File: config.mk
export PLATFORM = sky130hd
export DESIGN_NAME = pipe_stage_chain_flat
export DESIGN_NICKNAME = d
export VERILOG_FILES = /design/src/rtl/pipe_stage_chain_if.sv /design/src/rtl/pipe_stage_chain.sv /design/src/flat_wrapper.sv
export SDC_FILE = /design/constraint.sdc
export NUM_CORES = 1
export LEC_CHECK = 0
export BUFFER_PORTS_ARGS = -buffer_cell sky130_fd_sc_hd__buf_2
export CAP_MARGIN = 20
export CORE_ASPECT_RATIO = 0.9
export CORE_MARGIN = 1
export CORE_UTILIZATION = 40
export DETAILED_ROUTE_END_ITERATION = 16
export HOLD_SLACK_MARGIN = 0.05
export PLACE_DENSITY = 0.7
export SYNTH_ARGS = -nofsm -noshare
export SYNTH_HDL_FRONTEND = slang
export SYNTH_SLANG_ARGS = --single-unit
export TNS_END_PERCENT = 20
File: constraint.sdc
create_clock -name clk -period 1.83 [get_ports clk]
set_clock_uncertainty 0.05 [all_clocks]
set_input_delay 0.366 -clock clk [delete_from_list [all_inputs] [get_ports clk]]
set_output_delay 0.366 -clock clk [all_outputs]
set_load 0.005 [all_outputs]
File: src/rtl/pipe_stage_chain_if.sv
// ---------------------------------------------------------------------------
// pipe_stage_chain_if
// Bus bundle for pipe_stage_chain: upstream fetch handshake, hazard-unit
// stall/flush vectors, per-slot forwarding taps and the oldest-slot output.
//
// Handshake: an entry is transferred into slot 0 on a rising edge where
// in_valid && in_ready. While in_ready is low the producer holds in_valid and
// in_data and the chain ignores them. The output side has no ready: when
// out_valid is high and the oldest slot is neither stalled nor flushed, the
// entry retires on that edge.
//
// Signals
//   in_valid, in_data   producer -> chain, slot-0 entry
//   in_ready            chain -> producer, low while slot 0 is frozen
//   stall_i, flush_i    hazard unit -> chain, one bit per slot
//   slot_valid          valid bit of every slot
//   slot_data           payload of every slot, slot k at [k*WIDTH +: WIDTH]
//   out_valid, out_data oldest slot (STAGES-1)
// Modports: master = producer/hazard side, slave = the chain itself.
// ---------------------------------------------------------------------------
interface pipe_stage_chain_if #(
    parameter int STAGES = 4,
    parameter int WIDTH  = 64
);
    logic                      in_valid;
    logic [WIDTH-1:0]          in_data;
    logic                      in_ready;
    logic [STAGES-1:0]         stall_i;
    logic [STAGES-1:0]         flush_i;
    logic [STAGES-1:0]         slot_valid;
    logic [STAGES*WIDTH-1:0]   slot_data;
    logic                      out_valid;
    logic [WIDTH-1:0]          out_data;

    modport master (
        output in_valid, in_data, stall_i, flush_i,
        input  in_ready, slot_valid, slot_data, out_valid, out_data
    );

    modport slave (
        input  in_valid, in_data, stall_i, flush_i,
        output in_ready, slot_valid, slot_data, out_valid, out_data
    );
endinterface

File: src/rtl/pipe_stage_chain.sv
// ---------------------------------------------------------------------------
// pipe_stage_chain
// Generic chain of STAGES pipeline registers (slot 0 youngest, slot STAGES-1
// oldest). Each slot holds a valid bit and a WIDTH-bit payload and follows
// per-slot stall/flush requests from the hazard unit. A stall on any slot
// freezes every younger slot; the first unstalled slot behind a frozen one
// takes a bubble. Invalid slots always carry a zero payload so forwarding
// taps are deterministic.
//
// Ports
//   clk         rising-edge clock
//   rst         synchronous, active-high reset
//   bus         pipe_stage_chain_if.slave (handshake, stall/flush, taps)
//   retire_cnt  number of retired valid entries, wraps modulo 2^CNT_W
// Requires STAGES >= 2.
// ---------------------------------------------------------------------------
module pipe_stage_chain #(
    parameter int STAGES = 4,
    parameter int WIDTH  = 64,
    parameter int CNT_W  = 32
) (
    input  logic                 clk,
    input  logic                 rst,
    pipe_stage_chain_if.slave    bus,
    output logic [CNT_W-1:0]     retire_cnt
);

    logic [STAGES-1:0]       valid_q;
    logic [STAGES*WIDTH-1:0] data_q;

    logic [STAGES-1:0]       eff_stall;
    logic [STAGES-1:0]       up_stall;
    logic [STAGES-1:0]       prev_valid;
    logic [STAGES*WIDTH-1:0] prev_data;
    logic                    retire;

    // A slot is frozen if it or any older slot requests a stall.
    always_comb begin
        eff_stall = '0;
        eff_stall[STAGES-1] = bus.stall_i[STAGES-1];
        for (int k = STAGES - 2; k >= 0; k--) begin
            eff_stall[k] = eff_stall[k+1] | bus.stall_i[k];
        end
    end

    // View of each slot's upstream neighbour; slot 0's neighbour is the input.
    always_comb begin
        up_stall   = {eff_stall[STAGES-2:0], 1'b0};
        prev_valid = {valid_q[STAGES-2:0], bus.in_valid};
        prev_data  = {data_q[(STAGES-1)*WIDTH-1:0], bus.in_data};
    end

    always_ff @(posedge clk) begin
        for (int k = 0; k < STAGES; k++) begin
            if (rst || bus.flush_i[k]) begin
                // Flush wins over stall so a killed entry never lingers.
                valid_q[k]                <= 1'b0;
                data_q[k*WIDTH +: WIDTH]  <= '0;
            end else if (eff_stall[k]) begin
                valid_q[k]                <= valid_q[k];
                data_q[k*WIDTH +: WIDTH]  <= data_q[k*WIDTH +: WIDTH];
            end else if (up_stall[k]) begin
                // Upstream is frozen but this slot moves on: insert a bubble.
                valid_q[k]                <= 1'b0;
                data_q[k*WIDTH +: WIDTH]  <= '0;
            end else begin
                // Keep the zero-payload rule for invalid entries from the input.
                valid_q[k]                <= prev_valid[k];
                data_q[k*WIDTH +: WIDTH]  <= prev_valid[k] ? prev_data[k*WIDTH +: WIDTH] : '0;
            end
        end
    end

    // The oldest slot has no back-pressure except its own stall; WB always consumes.
    assign retire = valid_q[STAGES-1] & ~bus.stall_i[STAGES-1] & ~bus.flush_i[STAGES-1];

    always_ff @(posedge clk) begin
        if (rst) begin
            retire_cnt <= '0;
        end else if (retire) begin
            retire_cnt <= retire_cnt + CNT_W'(1);
        end
    end

    assign bus.in_ready   = ~eff_stall[0];
    assign bus.slot_valid = valid_q;
    assign bus.slot_data  = data_q;
    assign bus.out_valid  = valid_q[STAGES-1];
    assign bus.out_data   = data_q[(STAGES-1)*WIDTH +: WIDTH];

endmodule

File: src/flat_wrapper.sv
// flat-port wrapper written by rule: the top's interface ports become plain ports
module pipe_stage_chain_flat 
#(
    parameter int STAGES = 4,
    parameter int WIDTH  = 64,
    parameter int CNT_W  = 32
)
  (clk, rst, retire_cnt, bus_in_valid, bus_in_data, bus_stall_i, bus_flush_i, bus_in_ready, bus_slot_valid, bus_slot_data, bus_out_valid, bus_out_data);
  pipe_stage_chain_if #(.STAGES(STAGES), .WIDTH(WIDTH)) bus_i ();
  input  logic clk;
  input  logic rst;
  output logic [CNT_W-1:0] retire_cnt;
  input wire logic [$bits(bus_i.in_valid)-1:0] bus_in_valid;
  input wire logic [$bits(bus_i.in_data)-1:0] bus_in_data;
  input wire logic [$bits(bus_i.stall_i)-1:0] bus_stall_i;
  input wire logic [$bits(bus_i.flush_i)-1:0] bus_flush_i;
  output wire logic [$bits(bus_i.in_ready)-1:0] bus_in_ready;
  output wire logic [$bits(bus_i.slot_valid)-1:0] bus_slot_valid;
  output wire logic [$bits(bus_i.slot_data)-1:0] bus_slot_data;
  output wire logic [$bits(bus_i.out_valid)-1:0] bus_out_valid;
  output wire logic [$bits(bus_i.out_data)-1:0] bus_out_data;
  assign bus_i.in_valid = bus_in_valid;
  assign bus_i.in_data = bus_in_data;
  assign bus_i.stall_i = bus_stall_i;
  assign bus_i.flush_i = bus_flush_i;
  assign bus_in_ready = bus_i.in_ready;
  assign bus_slot_valid = bus_i.slot_valid;
  assign bus_slot_data = bus_i.slot_data;
  assign bus_out_valid = bus_i.out_valid;
  assign bus_out_data = bus_i.out_data;
  pipe_stage_chain #(.STAGES(STAGES), .WIDTH(WIDTH), .CNT_W(CNT_W)) u_core (.clk(clk), .rst(rst), .bus(bus_i), .retire_cnt(retire_cnt));
endmodule
==> results of run 1 <==
[cell families after synthesis]
group / synth area share, %
AOI/OAI and AO/OA: 18.8
xor gates and xnor gates: 0.731
adders and majority gates: 0.116
buffers and inverters: 8.62
DFF: 54.2
muxes: 0.313
and+or+nand+nor: 17.2
[placed cells by master, fill, tap and decap left out, types with 3 or more instances in the layout]
cell type	count
buf_2	432
dfxtp_1	281
nor2_1	207
a22oi_1	192
a21oi_1	80
nand2_1	74
nand3_1	71
buf_4	63
dlygate4sd3_1	57
clkbuf_16	29
buf_12	13
nand4_1	12
clkbuf_1	12
o31ai_1	10
or4_1	7
dfxtp_2	7
a21oi_2	6
inv_1	6
or4_4	5
o21ai_0	5
or3_1	5
xor2_1	5
or2_2	5
nor4_1	4
xnor2_1	4
clkinv_2	4
dfxtp_4	4
and4_1	3
nor2b_1	3
or3_4	3
and3_1	3
bufinv_16	3
buf_6	3
[worst max-delay path, delay by kind of cell, from the launching register on]
family / cells / cell delay [ns]
and+or+nand+nor: 2 / 0.89
DFF: 1 / 0.36
buffers and inverters: 1 / 0.16
AOI/OAI and AO/OA: 2 / 0.42
[synthesized netlist by cell type]
master,instances,area share [%]
dfxtp_1,292,54
nor2_1,209,7.3
a22oi_1,192,13
a21oi_1,86,4.0
clkbuf_1,74,2.6
nand2_1,74,2.6
nand3_1,72,3.3
buf_4,65,4.5
buf_1,16,0.56
buf_2,13,0.60
nand4_1,12,0.70
or4_1,12,0.84
o31ai_1,11,0.77
inv_1,7,0.24
or3_1,7,0.41
nor4_1,6,0.35
o21ai_0,6,0.28
or2_2,6,0.35
xor2_1,5,0.41
xnor2_1,4,0.33
and2_1,3,0.17
and3_1,3,0.17
and4_1,3,0.24
mux2_2,3,0.31
nor2b_1,3,0.17
o21ba_2,2,0.19
o31a_1,2,0.16
or3_2,2,0.14
buf_6,1,0.10
ha_1,1,0.12
nand4_2,1,0.12
nor3_1,1,0.046
nor3b_1,1,0.070
nor4bb_1,1,0.093
or2_1,1,0.058
or3b_1,1,0.081
[state kept, by name, indices dropped and copies added (netlist names)]
name / cells
u_core.bus.slot_data: 256
u_core.retire_cnt: 32
u_core.bus.slot_valid: 4
[metrics by stage]
stage	setup TNS, ns	setup WS, ns	power (uW)
after CTS	-1.06	-0.121	12900
after detailed placement	-69.53	-0.346	6920
after floorplan	-0.682	-0.0320	6700
after global placement	-62.77	-0.294	6910
final	-1.59	-0.161	12800
after global routing	-2.77	-0.189	13200
[timing repair]
action / CTS / global route
setup endpoints to repair: 19 / 22
pin swaps: 21 / 2
hold buffers: 57 / 0
gates cloned: 2 / 0
buffers inserted: 3 / 4
hold endpoints to repair: 57 / 0
gates resized for setup: 13 / 15
[final timing paths]
check	cells past startpoint	endpoint	slack, ns	from
max	5	u_core.retire_cnt[23]$_SDFFE_PP0P_	-0.16	u_core.bus.slot_valid[3]$_SDFFE_PP0N_
min	3	u_core.bus.slot_data[0]$_SDFFE_PP0P_	0.07	bus_in_data[0]
max reg2reg	5	u_core.retire_cnt[23]$_SDFFE_PP0P_	-0.16	u_core.bus.slot_valid[3]$_SDFFE_PP0N_
min reg2reg	2	u_core.bus.slot_data[33]$_SDFFE_PP0P_	0.41	u_core.bus.slot_data[33]$_SDFFE_PP0P_
[power by group through the flow]
| stage | clock network, uW | registers, uW | logic [uW] |
|---|---|---|---|
| floorplan | 0 | 6500 | 197 |
| global placement | 0 | 6500 | 410 |
| detailed placement | 0 | 6500 | 416 |
| CTS | 6040 | 6360 | 520 |
| global route | 6310 | 6360 | 556 |
| finish | 5950 | 6360 | 527 |
[layout make-up]
type,instances,area share [%]
well taps,348,2.92
multi-input cells,730,27.7
clock buffers,43,5.35
diodes,1,0.0168
repair buffers,568,23.5
clock inverters,11,0.965
flip-flops and latches,292,39.4
inverters,7,0.193
[metal layers]
metal | up-vias | wire (um)
met5 | - | 0
met4 | 0 | 1620
met3 | 116 | 2650
met2 | 563 | 17200
met1 | 5148 | 15600
li1 | 5026 | -
==> results.json, run 1 <==
{
  "outcome": "finished with violations",
  "violations": "negative setup slack",
  "slew_headroom_pct": 49.8,
  "die_area_sq_um": 27600,
  "power_frac_comb_pct": 4.1,
  "clk_latency_ns": 0.54,
  "ff_latch_area_sq_um": 5870,
  "drv_slew": 0,
  "final_core_util_pct": 56.8,
  "rows": 56,
  "finalHoldViolations": 0,
  "avgSynthCellArea_sq_um": 8.99,
  "ios": 433,
  "place_inst": 1879,
  "fp.dieW_um": 175,
  "drc": 0,
  "crit_fanout": 8,
  "grtUsageMet2_pct": 40.3,
  "p_int_uw": 10000,
  "design_area_sq_um": 14900,
  "cts_tree": "yes",
  "fill_cells": 2357,
  "rsz0062_at_grt": "true",
  "area_delta_synth_final_pct": 38.4,
  "fin_nets": 1704,
  "setup_viol": 18,
  "syn_area_sq_um": 10800,
  "stdcell_count": 2000,
  "holdWs_ns": 0.0747,
  "crit_required_ns": 2.22,
  "fin_crit_sh_pct": 109,
  "via_per_inst": 5.43,
  "drive_above_1_share_pct": 36.5,
  "antenna_left": 0,
  "grt_overflow_total": 0,
  "tightest_slew_ns": 0.754,
  "p_sw_uw": 2820,
  "antenna_found_initial": 1,
  "die_h_um": 158,
  "cts_max_level": 1,
  "synth-seq-cells": 292,
  "seq_area_frac_synth_pct": 54.2,
  "worst_slack_ns": -0.161,
  "p_seq_share_pct": 49.5,
  "io_buffers": 432,
  "p_leak_uw": 0.00644,
  "yosys_warnings": 0,
  "critPathMaxStageDelay_ns": 0.47,
  "p_clk_share_pct": 46.4,
  "ir_drop_uv": 623,
  "cp-start-kind": "flip-flop",
  "crit_chain": "or3b_4, or3_4, buf_4, o31a_1, o21ba_2",
  "cts_max_path_buffers": 3,
  "period_minus_slack_ns": 1.99,
  "drt_iter0_drc": 984,
  "end_kind": "flip-flop",
  "swShare_pct": 22.0,
  "synth.distinct_cells": 36,
  "grt.total_usage_pct": 25.2,
  "start_util_pct": 41.0,
  "fmax_mhz": 502,
  "vias": 10900,
  "wl_per_cell_um": 18.5,
  "slowest_stage": "or3_4",
  "cap_violations": 0,
  "cts.clk_slew.worst_paths_ns": 0.07,
  "critPathArrivalTime_ns": 2.38,
  "busiest_layer": "met2",
  "crit_type": "flip-flop to flip-flop",
  "syn_inst": 1198,
  "core_area_sq_um": 26300,
  "placed_cell_area_sq_um": 13200,
  "clockRootBuffer": "clkbuf_16",
  "hp-class": "input port to flip-flop",
  "multi_input_area_sq_um": 4140,
  "power_density_nw_per_um2": 861,
  "grtUsageMet1_pct": 34.0,
  "gp_congestion": 0.933,
  "first_global_vias": 9741,
  "cts_inserted_buffers": 29,
  "grt_max_degree": 66,
  "cts_sinks": 292,
  "dr.pass1.iters": 5,
  "postRouteWirelength_mm": 37.1,
  "grt_util_met3_pct": 4.23,
  "grt_pass1_wl_mm": 55.7,
  "synthesis.nets": 1274,
  "post-dp-hpwl_mm": 24.8
}
Note: power is estimated with default switching activity, not from simulation.
==> run 2, diff against run 1 <==
- BUFFER_PORTS_ARGS: -buffer_cell sky130_fd_sc_hd__buf_2 -> unset
- CORE_AREA: unset -> 2 2 169 171
- CORE_ASPECT_RATIO: 0.9 -> unset
- CORE_MARGIN: 1 -> unset
- CORE_UTILIZATION: 40 -> unset
- DIE_AREA: unset -> 0 0 171 173
- DONT_BUFFER_PORTS: unset -> 1
- PLACE_DENSITY: 0.7 -> 0.54
==> results.json, run 2 (synthesized netlist as in run 1, its figures left out) <==
{
  "power_frac_comb_pct": 3.5,
  "rows": 61,
  "crit_fanout": 8,
  "power_density_nw_per_um2": 1000,
  "start_util_pct": 39.0,
  "fmax_mhz": 508,
  "diodes": 0,
  "drive_above_1_share_pct": 14.1,
  "design_area_sq_um": 13000,
  "clk_latency_ns": 0.56,
  "outcome": "finished with violations",
  "cts_inserted_buffers": 31,
  "postRouteWirelength_mm": 34.5,
  "ir_drop_uv": 725,
  "crit_type": "flip-flop to flip-flop",
  "drc": 0,
  "final_common_cell": "dfxtp_1",
  "die_area_sq_um": 29600,
  "setup_viol": 15,
  "stdcell_count": 1603,
  "via_per_inst": 5.58,
  "violations": "negative setup slack",
  "fin_nets": 1279,
  "cap_violations": 0,
  "holdWs_ns": 0.167,
  "hp-class": "input port to flip-flop",
  "slew_headroom_pct": 59.1,
  "post-dp-hpwl_mm": 22.3,
  "gp_congestion": 0.769,
  "vias": 8940,
  "ios": 433,
  "core_area_sq_um": 27600,
  "swShare_pct": 21.9,
  "period_minus_slack_ns": 1.97,
  "p_int_uw": 10100,
  "largest_register_ffs": 256,
  "p_total_uw": 13000,
  "end_kind": "flip-flop",
  "area_delta_synth_final_pct": 20.3,
  "critPathArrivalTime_ns": 2.41,
  "first_global_vias": 8617,
  "cts.clk_slew.worst_paths_ns": 0.06,
  "finalHoldViolations": 0,
  "place_inst": 1470,
  "p_clk_share_pct": 47.4,
  "fin_crit_sh_pct": 108,
  "cts_max_level": 1,
  "drv_slew": 0,
  "p_seq_share_pct": 49.1,
  "layout_common_cells": "277 x dfxtp_1, 207 x nor2_1, 192 x a22oi_1",
  "crit_required_ns": 2.27,
  "io_buffers": 0,
  "rsz0062_at_grt": "true",
  "clockRootBuffer": "clkbuf_16",
  "grt_pass1_wl_mm": 51.6,
  "grt_max_degree": 66,
  "antenna_found_initial": 0,
  "antenna_left": 0,
  "grt.total_usage_pct": 22.0,
  "cp-start-kind": "flip-flop",
  "grt_overflow_total": 0,
  "dr.pass1.iters": 4,
  "wl_per_cell_um": 21.5,
  "fp.dieW_um": 171,
  "worst_slack_ns": -0.139,
  "cts_tree": "yes",
  "placed_cell_area_sq_um": 11000,
  "cts_max_path_buffers": 3,
  "drt_iter0_drc": 495,
  "p_sw_uw": 2850,
  "final_core_util_pct": 46.9,
  "cts_sinks": 292,
  "tightest_slew_ns": 0.613,
  "die_h_um": 173,
  "rrSetupSlack_ns": -0.14,
  "p_leak_uw": 0.00424
}
run 2: power by group through the flow:
stage | clock, uW | combinational [uW] | sequential (uW)
floorplan | 0 | 197 | 6500
global placement | 0 | 248 | 6510
detailed placement | 0 | 248 | 6510
CTS | 6270 | 453 | 6360
global route | 6540 | 483 | 6360
finish | 6150 | 452 | 6360
run 2: area by class of cell:
cell class	instances	area [sq um]
Inverter	7	26.3
Fill cell	2659	14700
Clock buffer	45	920
Multi-Input combinational cell	730	4130
Sequential cell	292	5870
Clock inverter	10	85.1
Tap cell	378	473
Timing Repair Buffer	141	1460
run 2: critical path, cell delays in order, from the launching register on:
cell	delay (ns)
dfxtp_2	0.33
nand4_1	0.14
or4_4	0.59
buf_12	0.17
or4_4	0.51
a21oi_2	0.12
run 2: final timing paths:
check                                             start                               endpoint  cells past startpoint
hold reg to reg   u_core.bus.slot_data[46]$_SDFFE_PP0P_  u_core.bus.slot_data[46]$_SDFFE_PP0P_                      2
hold / removal                             bus_in_valid  u_core.bus.slot_valid[0]$_SDFFE_PP0P_                      3
setup reg to reg     u_core.retire_cnt[12]$_SDFFE_PP0P_     u_core.retire_cnt[27]$_SDFFE_PP0P_                      5
setup / recovery     u_core.retire_cnt[12]$_SDFFE_PP0P_     u_core.retire_cnt[27]$_SDFFE_PP0P_                      5
run 2: through the flow:
step	setup TNS [ns]	worst slack, ns
3_5_place_dp	-26.32	-0.191
6_report	-1.02	-0.139
3_3_place_gp	-22.61	-0.170
4_1_cts	-0.911	-0.106
5_1_grt	-1.83	-0.173
2_1_floorplan	-0.682	-0.0320
run 2: repair_timing:
item                                    CTS  global route
hold buffers                             72             0
gates cloned                              0             1
endpoints found under the hold margin   162             0
buffers inserted                          2             3
pin swaps                                 2            13
resized for setup                         8            20
endpoints found under the setup margin   17            20
run 2: layer usage:
layer | wire, um | vias to the layer above | track usage [%] | part of all wire [%]
li1 | - | 4163 | - | -
met1 | 13300 | 4344 | 24.8 | 39
met2 | 17400 | 375 | 39.9 | 50
met3 | 3050 | 58 | 6.25 | 8.9
met4 | 788 | 0 | 6.53 | 2.3
met5 | 0 | - | 0 | 0
